==> src/rtl/serial_key_sequencer.sv <==
// Serial key-device access sequencer: per command, a setup/strobe/sample bus cycle on the key
// interface, shifting sdrd into a response that is offered to the host after the last access.
module serial_key_sequencer #(
  parameter int unsigned SETUP_CYC = 2
) (
  input  logic       clk,
  input  logic       rst_n,
  input  logic       cmd_valid,
  output logic       cmd_ready,
  input  logic [3:0] cmd_nib,
  input  logic       cmd_last,
  input  logic       abort,
  output logic       rsp_valid,
  input  logic       rsp_ready,
  output logic [7:0] rsp_data,
  output logic [3:0] rsp_count,
  output logic       key_sser_n,
  output logic       key_ba13,
  output logic       key_ba12,
  output logic [3:0] key_ba,
  output logic       key_br_w,
  output logic       key_clk,
  input  logic       sdrd
);

  typedef enum logic [2:0] {StIdle, StSetup, StStrobe, StSample, StResp} state_e;

  state_e     state_q, state_d;
  logic [3:0] cnt_q, cnt_d;
  logic [3:0] nib_q, nib_d;
  logic       last_q, last_d;
  logic [7:0] data_q, data_d;
  logic [3:0] count_q, count_d;
  logic       sel_d;

  logic       cmd_ready_q, rsp_valid_q;
  logic       key_sser_n_q, key_ba12_q, key_br_w_q, key_clk_q;
  logic [3:0] key_ba_q;

  always_comb begin
    state_d = state_q;
    cnt_d   = cnt_q;
    nib_d   = nib_q;
    last_d  = last_q;
    data_d  = data_q;
    count_d = count_q;
    if (abort) begin
      // Abort wins over any handshake and discards a pending response.
      state_d = StIdle;
      data_d  = 8'h00;
      count_d = 4'h0;
    end else begin
      unique case (state_q)
        StIdle: begin
          if (cmd_valid) begin
            state_d = StSetup;
            cnt_d   = 4'(SETUP_CYC - 1);
            nib_d   = cmd_nib;
            last_d  = cmd_last;
          end
        end
        StSetup: begin
          if (cnt_q == 4'h0) state_d = StStrobe;
          else cnt_d = cnt_q - 4'h1;
        end
        StStrobe: state_d = StSample;
        StSample: begin
          data_d  = {data_q[6:0], sdrd};
          count_d = (count_q == 4'hf) ? 4'hf : count_q + 4'h1;
          state_d = last_q ? StResp : StIdle;
        end
        StResp: begin
          if (rsp_ready) begin
            state_d = StIdle;
            data_d  = 8'h00;
            count_d = 4'h0;
          end
        end
        default: state_d = StIdle;
      endcase
    end
  end

  assign sel_d = (state_d == StSetup) || (state_d == StStrobe) || (state_d == StSample);

  // Bus outputs are registered from the next state so they change cleanly on the clock edge.
  always_ff @(posedge clk) begin
    if (!rst_n) begin
      state_q      <= StIdle;
      cnt_q        <= 4'h0;
      nib_q        <= 4'h0;
      last_q       <= 1'b0;
      data_q       <= 8'h00;
      count_q      <= 4'h0;
      cmd_ready_q  <= 1'b1;
      rsp_valid_q  <= 1'b0;
      key_sser_n_q <= 1'b1;
      key_ba12_q   <= 1'b0;
      key_br_w_q   <= 1'b0;
      key_clk_q    <= 1'b0;
      key_ba_q     <= 4'h0;
    end else begin
      state_q      <= state_d;
      cnt_q        <= cnt_d;
      nib_q        <= nib_d;
      last_q       <= last_d;
      data_q       <= data_d;
      count_q      <= count_d;
      cmd_ready_q  <= (state_d == StIdle);
      rsp_valid_q  <= (state_d == StResp);
      key_sser_n_q <= ~sel_d;
      key_ba12_q   <= sel_d;
      key_br_w_q   <= sel_d;
      key_clk_q    <= (state_d == StStrobe);
      key_ba_q     <= sel_d ? nib_d : 4'h0;
    end
  end

  assign cmd_ready  = cmd_ready_q;
  assign rsp_valid  = rsp_valid_q;
  assign rsp_data   = data_q;
  assign rsp_count  = count_q;
  assign key_sser_n = key_sser_n_q;
  assign key_ba13   = 1'b0;
  assign key_ba12   = key_ba12_q;
  assign key_ba     = key_ba_q;
  assign key_br_w   = key_br_w_q;
  assign key_clk    = key_clk_q;

endmodule

==> config.mk <==
export PLATFORM = sky130hd
export DESIGN_NAME = serial_key_sequencer
export DESIGN_NICKNAME = d
export VERILOG_FILES = /design/src/rtl/serial_key_sequencer.sv
export SDC_FILE = /design/constraint.sdc
export NUM_CORES = 1
export LEC_CHECK = 0
export CORE_MARGIN = 10
export CORE_UTILIZATION = 48
export CTS_CLUSTER_SIZE = 40
export DETAILED_ROUTE_END_ITERATION = 10
export PLACE_DENSITY = 0.78
export SYNTH_ARGS = -nofsm -noshare
export SYNTH_HDL_FRONTEND = slang
export SYNTH_SLANG_ARGS = --single-unit
==> constraint.sdc <==
create_clock -name clk -period 2 [get_ports clk]
set_input_delay 0.4 -clock clk [delete_from_list [all_inputs] [get_ports clk]]
set_output_delay 0.4 -clock clk [all_outputs]
set_load 0.1 [all_outputs]
# == Word-level counts from Yosys, hierarchy flattened ==
# Index checks and enable logic that the tools add are counted.
# op_classes
addsub,2
n_eq_ne,12
n_mux,17
bitwise_logic,3
reduce_logical,12
# op_table
op,n
2-to-1 mux 4 bit,7
one-hot mux 4 bit (2 select lines),2
one-hot mux 8 bit (2 select lines),1
2-to-1 mux 3 bit,5
one-hot mux 3 bit (5 select lines),1
== test 3 x 2 -> 1 bit (second input constant),4
2-to-1 mux 8 bit,1
== test 3 x 1 -> 1 bit (second input constant),2
== test 3 bit (second input constant),2
zero test 3 bit,2
!= test 2 bit (second input constant),3
adder 4 x 1 -> 4 bit (second input constant),1
== test 4 bit (second input constant),1
zero test 4 bit,1
AND reduction 2 bit,2
AND reduction 4 bit,1
nonzero test 2 bit,2
subtractor 4 x 1 -> 4 bit (second input constant),1
NOT 1 bit,3
AND reduction 3 bit,1
logical OR 1 bit,2
OR reduction 2 bit,1
# totals
reg_bits,33
input_bits,11
output_inout_bits,23
elab_cells,58

# == Logic depth before layout (Yosys ltp) ==
# Gate-level depths: netlist (run 1).
# logic_depth
depth_word,8
mapped_depth,6
mapped_depth_nobuf,5

# == Worst setup path after synthesis (run 1) ==
# OpenSTA, ideal clock, no wires.
# synth_timing
path_type,reg-to-reg
startpoint,"register count_q[0], in the netlist rsp_count[0]"
endpoint,"register count_q[3], in the netlist rsp_count[3]"
setup_ns,0.086
arrival_ns,1.731
setup_slack_ns,0.182
stages_incl_launch_ff,5
path_buffers,0
path_cell_list,dfxtp_1 > ha_1 > nand2b_1 > o21ai_0 > a211oi_1
# synth_via
elab_chain_len,3
elab_cells_between_ends,4
cone_classes,add/sub (1); eq/ne (1); mux (2)
# synth_lines
item,line,text
from (decl),33,"logic [3:0] count_q, count_d;"
from (signal assigned),108,count_q <= count_d;
adder 4 x 1 -> 4 bit / == test 4 bit (equally long branches),69,count_d = (count_q == 4'hf) ? 4'hf : count_q + 4'h1;
2-to-1 mux 4 bit *,69,
one-hot mux 4 bit (2 select lines) *,53,unique case (state_q)
# Mark *: on every way between the ends. The rest lies on a longest branch, timed or not.
# A chain may end at the register's enable or synchronous reset.

# == Worst setup path in the final report (run 1) ==
# layout_timing
startpoint,register state_q[2]
endpoint,"register count_q[3], in the netlist rsp_count[3]"
# layout_via
elab_chain_len,3
elab_cells_between_ends,6
cone_classes,eq/ne (3); mux (1); reduce/logical (2)
# layout_lines
item,line,text
from (decl),28,"state_e state_q, state_d;"
from (signal assigned),89,state_q <= StIdle;
from (signal assigned),103,state_q <= state_d;
== test 3 bit / == test 3 x 2 -> 1 bit (equally long branches),53,
!= test 2 bit (no line) / nonzero test 2 bit (equally long branches),-,
AND reduction 2 bit (no line),-,
# Parallel ways exist; a longest one is shown, timed or not.

==> results by stage, run 1 <==
Cells and area:
- The layout net count is 193.
- The most common cell after layout, fill and taps aside is dfxtp_1.
- The share of post-route cells with drive strength above 1 is 0.2541.
- Compared with the post-synthesis result, the final layout area differs by 23.88%.
- Excluding fillers, the count of instances in the completed layout stands at 212.
- In the layout the commonest cells are dfxtp_1 (33), buf_4 (26), nand2_1 (14), a21oi_1 (12), clkdlybuf4s50_1 (10).
- The total inserted antenna cells is 0.
- The share of the core filled with cells in the final layout is 0.6325.

Floorplan:
- The die area is 5534 um2.
- The chip width is 74.39 um.
- The initialized floorplan defines 19 standard-cell rows.
- The die outline height is 74.39 um.
- For this configuration, the core starts out at a cell density of 0.5106.
- In this run the count of I/O pins placed on the die edge is 34.
- The core region area is 2781 um2.

Logic synthesis:
- The share of the Yosys chip area taken by registers is 0.4652.
- The number of warnings reported in the yosys synthesis log is 0.
- The most common flop cell mapped by yosys is dfxtp_1.
- The synthesized design spends more area on one cell type than any other, namely dfxtp_1.
- Counting every net in the synthesized netlist gives 160.
- The post-synthesis area per instance is 9.661 um2.
- Counting flops with an async set or reset pin after synthesis yields a share of 0.
- Of the post-synthesis cell area, the dominant cell type holds 0.4652.
- Yosys attributes the largest share of cell area to dfxtp_1 (47%), a21oi_1 (4.2%), nand2_1 (3.7%).
- The register bit total from synthesis is 33.
- The cell area that synthesis handed to floorplanning was 1420 um2.
- Counting flops with a built-in enable in the synthesized netlist gives 0.
- In the synthesized netlist, the number of instances is 147.
- The number of different library cells in the post-synthesis netlist is 45.

STA:
- The clock skew is 0.01056 ns.
- The final critical delay including setup and external delays is 1.662 ns.
- The actual transition at the worst max-transition pin is 0.6008 ns.
- The count of final max-slew check failures was 0.
- The worst max-slew margin expressed relative to the limit is 0.5989.
- Summed over all failing endpoints, the final setup total negative slack is 0 ns.
- Setup violations remaining at the end of the flow were counted as 0.
- The share of the clock period used by the worst path after layout is 0.8310.
- The peak clock frequency supported by timing is 601.7 MHz.
- Once routing completed, OpenROAD measured the worst setup slack at 0.3380 ns.
- The number of endpoints with negative hold slack in the final report is 0.
- Setup repair after global routing left no endpoint under its margin.

Setup path:
- The endpoint of the most critical register-to-register path is rsp_count[3].
- The start of the worst register-to-register path is state_q[2].
- The arrival time at the worst endpoint is 1.91 ns.
- For the worst flop-to-flop path, the logic depth is 3.
- The worst setup path is launched from a flip-flop.
- The type of destination of the critical path is a flip-flop.
- The register-to-register setup slack is 0.34 ns.
- STA puts the critical path data required time at 2.24 ns.
- Of all nets on the critical path, the largest fanout is 14.
- The startpoint-to-endpoint class of the critical path is flip-flop to flip-flop.

Clock tree:
- After clock tree synthesis, the clock-pin slew on the worst setup and hold paths is 0.10 ns.
- For this design, the CTS-stage hold fixing added 0 buffers.
- The clock sink count is 33.
- Post-CTS timing repair inserted 0 buffers for setup.
- The number of levels the H-tree was split into is 2.
- The clock passes through at most 2 buffers.
- Gates resized during post-CTS repair numbered 0.
- The number of clock buffers added by TritonCTS is 5.
- The clock tree from TritonCTS is done.
- The clock latency of the later-clocked register in the worst-skew pair is 0.33 ns.
- The tree is rooted in a clkbuf_4.

Global route:
- The number of antenna violations at the first check in global routing was 0.
- The via count of the first global-routing pass is 1,161.
- The first global-routing pass estimated 5492 um of wire.
- The pin count of the biggest net entering global routing is 16.
- The overflow left after global routing is 0.
- The total routing usage reported by global routing is 0.1232.

Detailed routing:
- The average vias per placed instance is 5.722.
- The total length of routed wires is 3200 um.
- Across all layers, the routed design uses 1,213 vias.
- The number of violations reported at the end of detailed-routing iteration 0 is 61.
- In this run the remaining antenna-violating nets after routing total 0.
- The DRC violation count after routing is 0.
- The first TritonRoute pass finished after 4 iterations.
- After detailed routing, the average wire length per cell comes to 15.09 um.

Placement:
- The total half-perimeter wirelength after legalization and detailed placement is 2487 um.
- The placer congestion estimate is 0.8037.
- The count of input and output buffers is 32.
- Including well taps, the total number of placed cells is 204.
- At the placement stage, the worst setup path has a slack of 0.1474 ns.

Hold path:
- The worst hold path passes through 2 cells.
- In this run the most critical hold path is launched from rsp_data[7].
- The kind of path behind the tightest hold check is flip-flop to flip-flop.
- The capture endpoint of the worst hold path is rsp_data[7].

Power:
- The power density over cell area is 685.3 nW/um2.
- The analysis attributes to cell leakage a power of 0.6614 nW.
- The maximum vdd drop is 0.0006960 V.

Outcome:
- The flow ran to the end, and the final reports show no timing, DRC or antenna violations.

Flow run:
- Across the run, the number of max-cap violations was 0.
[cells by family (layout without fill, tap and decap cells)]
kind of cell    Yosys count  in the layout  synth area share
other cells               1              1          0.002641
compound gates           43             43            0.2062
buf+inv                  17             51           0.06255
mux                       2              2           0.01410
simple gates             49             49            0.2317
flops                    33             33            0.4652
fa+ha+maj                 2              2           0.01762
[how the worst max path moves through the flow]
stage,end,start,slack [ns],depth (start not counted)
floorplan,rsp_count[3],rsp_count[0],0.18,4
global placement,key_ba[0],abort,0.19,4
detailed placement,nib_q[1],abort,0.15,4
CTS,rsp_count[3],state_q[2],0.34,3
global route,rsp_count[3],state_q[2],0.12,3
finish,rsp_count[3],state_q[2],0.34,3
[critical path: stages (launching register included)]
cell      delay [ns]
dfxtp_1         0.71
and3b_1         0.31
a31o_2          0.33
a211oi_1        0.23
[sequential cells by signal, summed over array words and instances, names as in the netlist, 3 cells and up]
signal,count
cnt_q,4
key_ba,4
nib_q,4
rsp_count,4
rsp_data,8
state_q,3
[synthesized netlist by cell type, types with 2 or more instances]
| master | count |
|---|---|
| dfxtp_1 | 33 |
| nand2_1 | 14 |
| a21oi_1 | 12 |
| nand3_1 | 9 |
| o21ai_0 | 8 |
| o22ai_1 | 7 |
| buf_2 | 5 |
| inv_1 | 5 |
| a211oi_1 | 3 |
| buf_4 | 3 |
| nand2b_1 | 3 |
| nand3b_1 | 3 |
| nor2_1 | 3 |
| clkbuf_1 | 2 |
| ha_1 | 2 |
| mux2i_1 | 2 |
| nand4b_1 | 2 |
| nor3_1 | 2 |
| nor4_2 | 2 |
| o32ai_1 | 2 |
[power by group]
group	internal, mW	leakage (nW)	switching (mW)	total, mW
sequential	0.672	0.268	0.0135	0.686
combinational	0.0637	0.362	0.112	0.176
clock	0.134	0.0320	0.210	0.344
total	0.869	0.661	0.336	1.21
[routing by layer]
metal / up-vias / track usage / wire length (um)
met5: - / 0 / 0
met4: 0 / 0.04675 / 64
met3: 7 / 0.03989 / 225
met2: 31 / 0.2038 / 1615
met1: 561 / 0.1448 / 1295
li1: 614 / - / -
[per-stage QoR]
stage                     total power [mW]  area (um2)  hold WS, ns
after floorplan                     0.8259        1420       0.4461
after global placement              0.8720        1708       0.4583
after detailed placement            0.8767        1708       0.4638
after CTS                            1.219        1759       0.4809
after global routing                 1.266        1759       0.5069
final                                1.205        1759       0.4805
[final cells by class]
class	count	area (um2)
Timing Repair Buffer	37	315.3
Sequential cell	33	660.6
Clock inverter	2	10.01
Tap cell	31	38.79
Inverter	6	22.52
Multi-Input combinational cell	97	670.6
Fill cell	254	1022
Clock buffer	6	41.29
Power figures use the tool's default switching activity.
==> run 2, diff against run 1 <==
- CORE_UTILIZATION: 48 -> 43
- PLACE_DENSITY: 0.78 -> 0.73
- clock period: 2 -> 1.4 ns (I/O delays scaled with it)
==> run 2 against run 1 <==
Setup slack worse by 0.31 ns; sequential power up 42%; wire length increased by 13%; highest routed layer unchanged; combinational power up 87%; first-iteration DRC count increased by 36%; clock skew about the same; global-route usage hardly changed; non-clock buffer count increased by 15; largest power group unchanged; total power is 51% higher.
==> results by stage, run 2 (synthesized netlist as in run 1, its figures left out) <==
Outcome:
- The run finished with clean final reports.

Cells and area:
- The area added between synthesis and finish is 58.77%.
- The layout net count is 208.
- The repair_antennas step left the layout with diodes totalling 0.
- In the final layout, the share of cells above drive strength 1 is 0.4286.
- The final instance area is 2255 um2.
- The most common cell after layout, fill and taps aside is dfxtp_1.
- The share of the core filled with cells in the final layout is 0.7266.
- The number of flip-flops in the largest register is 8.
- Leaving out fill and tap cells, the most frequent cells in the layout are dfxtp_1 (23), buf_12 (22), buf_4 (19), nand2_1 (13), a21oi_1 (11).

STA:
- The share of the clock period used by the worst path after layout is 0.9824.
- Static timing analysis puts the maximum clock frequency at 727.1 MHz.
- The count of final max-slew check failures is 0.
- Between clock sinks in the finished design, the worst skew comes to 0.01008 ns.
- The setup violation total in the final timing report is 0.
- Setup repair after global routing could not meet its margin everywhere.
- The final critical delay including setup and external delays is 1.375 ns.
- The post-route setup TNS is 0 ns.
- The worst hold-check slack is 0.4020 ns.
- The number of endpoints with negative hold slack in the final report is 0.

Global route:
- Entering global routing, the biggest net connects 13 pins.
- The number of antenna violations at the first check in global routing is 0.
- After global routing the overflow that remains totals 0.
- The total routing usage reported by global routing is 0.1230.
- The global-route wire length before repair is 6037 um.
- The met1 routing resource usage after global routing is 0.1410.
- For this run, global-route usage on met3 was measured as 0.06221.
- The met2 routing resource usage after global routing is 0.1881.
- After global routing, the most crowded layer is met2.
- The via count of the first global-routing pass is 1,299.

Detailed routing:
- The antenna violation net count after detailed routing is 0.
- The number of violations reported at the end of detailed-routing iteration 0 is 83.
- The number of optimization iterations in the first detailed-route pass is 4.
- Dividing the detail-routed wire length by the instance count gives 15.11 um.
- In the routed layout, each cell is associated on average with a via count of 5.500.
- The detailed router placed 1,320 vias in this run.
- The DRC violation count after routing is 0.
- The total length of routed wires is 3627 um.

Floorplan:
- The number of top-level pins is 34.
- The die is 77.47 um tall.
- The core region area is 3103 um2.
- The placement row count is 20.
- In this run the horizontal extent of the chip is 77.47 um.
- The die area is 6002 um2.
- The initial cell density of the core is 0.4577.

Flow run:
- Across the run, the number of max-cap violations was 0.

Hold path:
- In this run the most critical hold path is launched from abort.
- The worst hold path belongs to the class primary input to flip-flop.

Power:
- In this run the power density over the cells is 808.2 nW/um2.
- Across the VDD grid, the largest voltage drop is 0.0006019 V.
- Total power for the finished layout comes to 1.822 mW.
- The leakage power figure is 0.8297 nW.

Setup path:
- The maximum fanout encountered on the critical timing path is 4.
- The arrival time at the worst endpoint is 1.62 ns.
- The largest stage delay on the critical path is 0.50 ns.
- The startpoint-to-endpoint class of the critical path is flip-flop to flip-flop.
- The signal on the critical path passes through inv_2 -> ha_4 -> or3b_2 -> nor4_1.
- The largest individual stage delay along the critical path comes from the cell or3b_2.
- The start of the worst register-to-register path is cnt_q[1].
- The sort of element at the start of the critical path is a flip-flop.
- The required time at the worst-slack endpoint is 1.65 ns.
- STA classifies the critical path endpoint as a flip-flop.
- The critical path startpoint is cnt_q[1].

Clock tree:
- In this run the clock root is driven by a clkbuf_4.
- The clock tree from TritonCTS is done.
- The clock sink count is 33.
- The TritonCTS buffer count is 5.
- The number of levels the H-tree was split into is 2.
- The buffer count from post-CTS setup fixing is 0.
- The clock reaches the later pin of the worst-skew pair after 0.35 ns.
- After clock tree synthesis, the clock-pin slew on the worst setup and hold paths is 0.09 ns.
- The number of buffers on the longest clock path is 2.

Placement:
- The count of input and output buffers is 32.
- The total half-perimeter wirelength after legalization and detailed placement is 2761 um.
- The placed instance area is 2111 um2.
- The congestion estimate from routability-driven global placement came to 0.8312.
[run 2: cell types whose count changed in the layout (fill, tap and decap cells not counted), moves of 2 or more]
cell	delta
buf_4	-7
dfxtp_1	-10
dfxtp_4	+4
inv_1	-2
nor4_2	-2
inv_2	+2
o21ai_0	-4
buf_12	+21
nor4_4	+2
o21ai_2	+4
dfxtp_2	+6
[run 2: critical path: cells and delay by family (launching register included)]
kind	cells	cell delay [ns]
and+or+nand+nor	2	0.74
DFF	1	0.35
buffers and inverters	1	0.07
adders and majority gates	1	0.13
[run 2: final cells by class]
cell class | instances | area [um2]
Fill cell | 230 | 848.3
Inverter | 6 | 22.52
Sequential cell | 33 | 683.2
Multi-Input combinational cell | 97 | 745.7
Timing Repair Buffer | 52 | 696.9
Clock inverter | 2 | 10.01
Tap cell | 44 | 55.05
Clock buffer | 6 | 41.29
[run 2: repair_timing]
item | in CTS | in global routing
hold buffers | 0 | 0
endpoints found under the hold margin | 0 | 0
setup endpoints to repair | 16 | 15
pin swaps | 4 | 6
gates resized for setup | 11 | 19
[run 2: stage by stage]
stage | setup slack (ns) | std cells
after floorplan | 0.03147 | 147
after global placement | -0.2446 | 232
after detailed placement | -0.3108 | 232
after CTS | -0.05041 | 240
after global routing | -0.04315 | 240
final | 0.02468 | 240
[run 2: final timing paths]
kind         endpoint  slack, ns  cells after the start
max           key_clk       0.02                      4
min          key_br_w       0.40                      3
max reg2reg   key_clk       0.02                      4
min reg2reg  nib_q[1]       0.47                      2
[run 2: layer usage]
layer / wire length, um / up-vias / part of all wire
met1: 1539 / 616 / 0.42
met5: 0 / - / 0
met4: 53 / 0 / 0.015
met2: 1692 / 57 / 0.47
li1: - / 641 / -
met3: 341 / 6 / 0.094
[run 2: report_power, final]
| part | internal [mW] | switching, mW | total [mW] |
|---|---|---|---|
| clock | 0.191 | 0.325 | 0.516 |
| combinational | 0.144 | 0.185 | 0.329 |
| sequential | 0.955 | 0.0221 | 0.977 |
==> run 3, diff against run 2 <==
- CAP_MARGIN: default -> 40
==> results of run 3 <==
The final DEF is identical to that of run 2; final timing and power are the same.
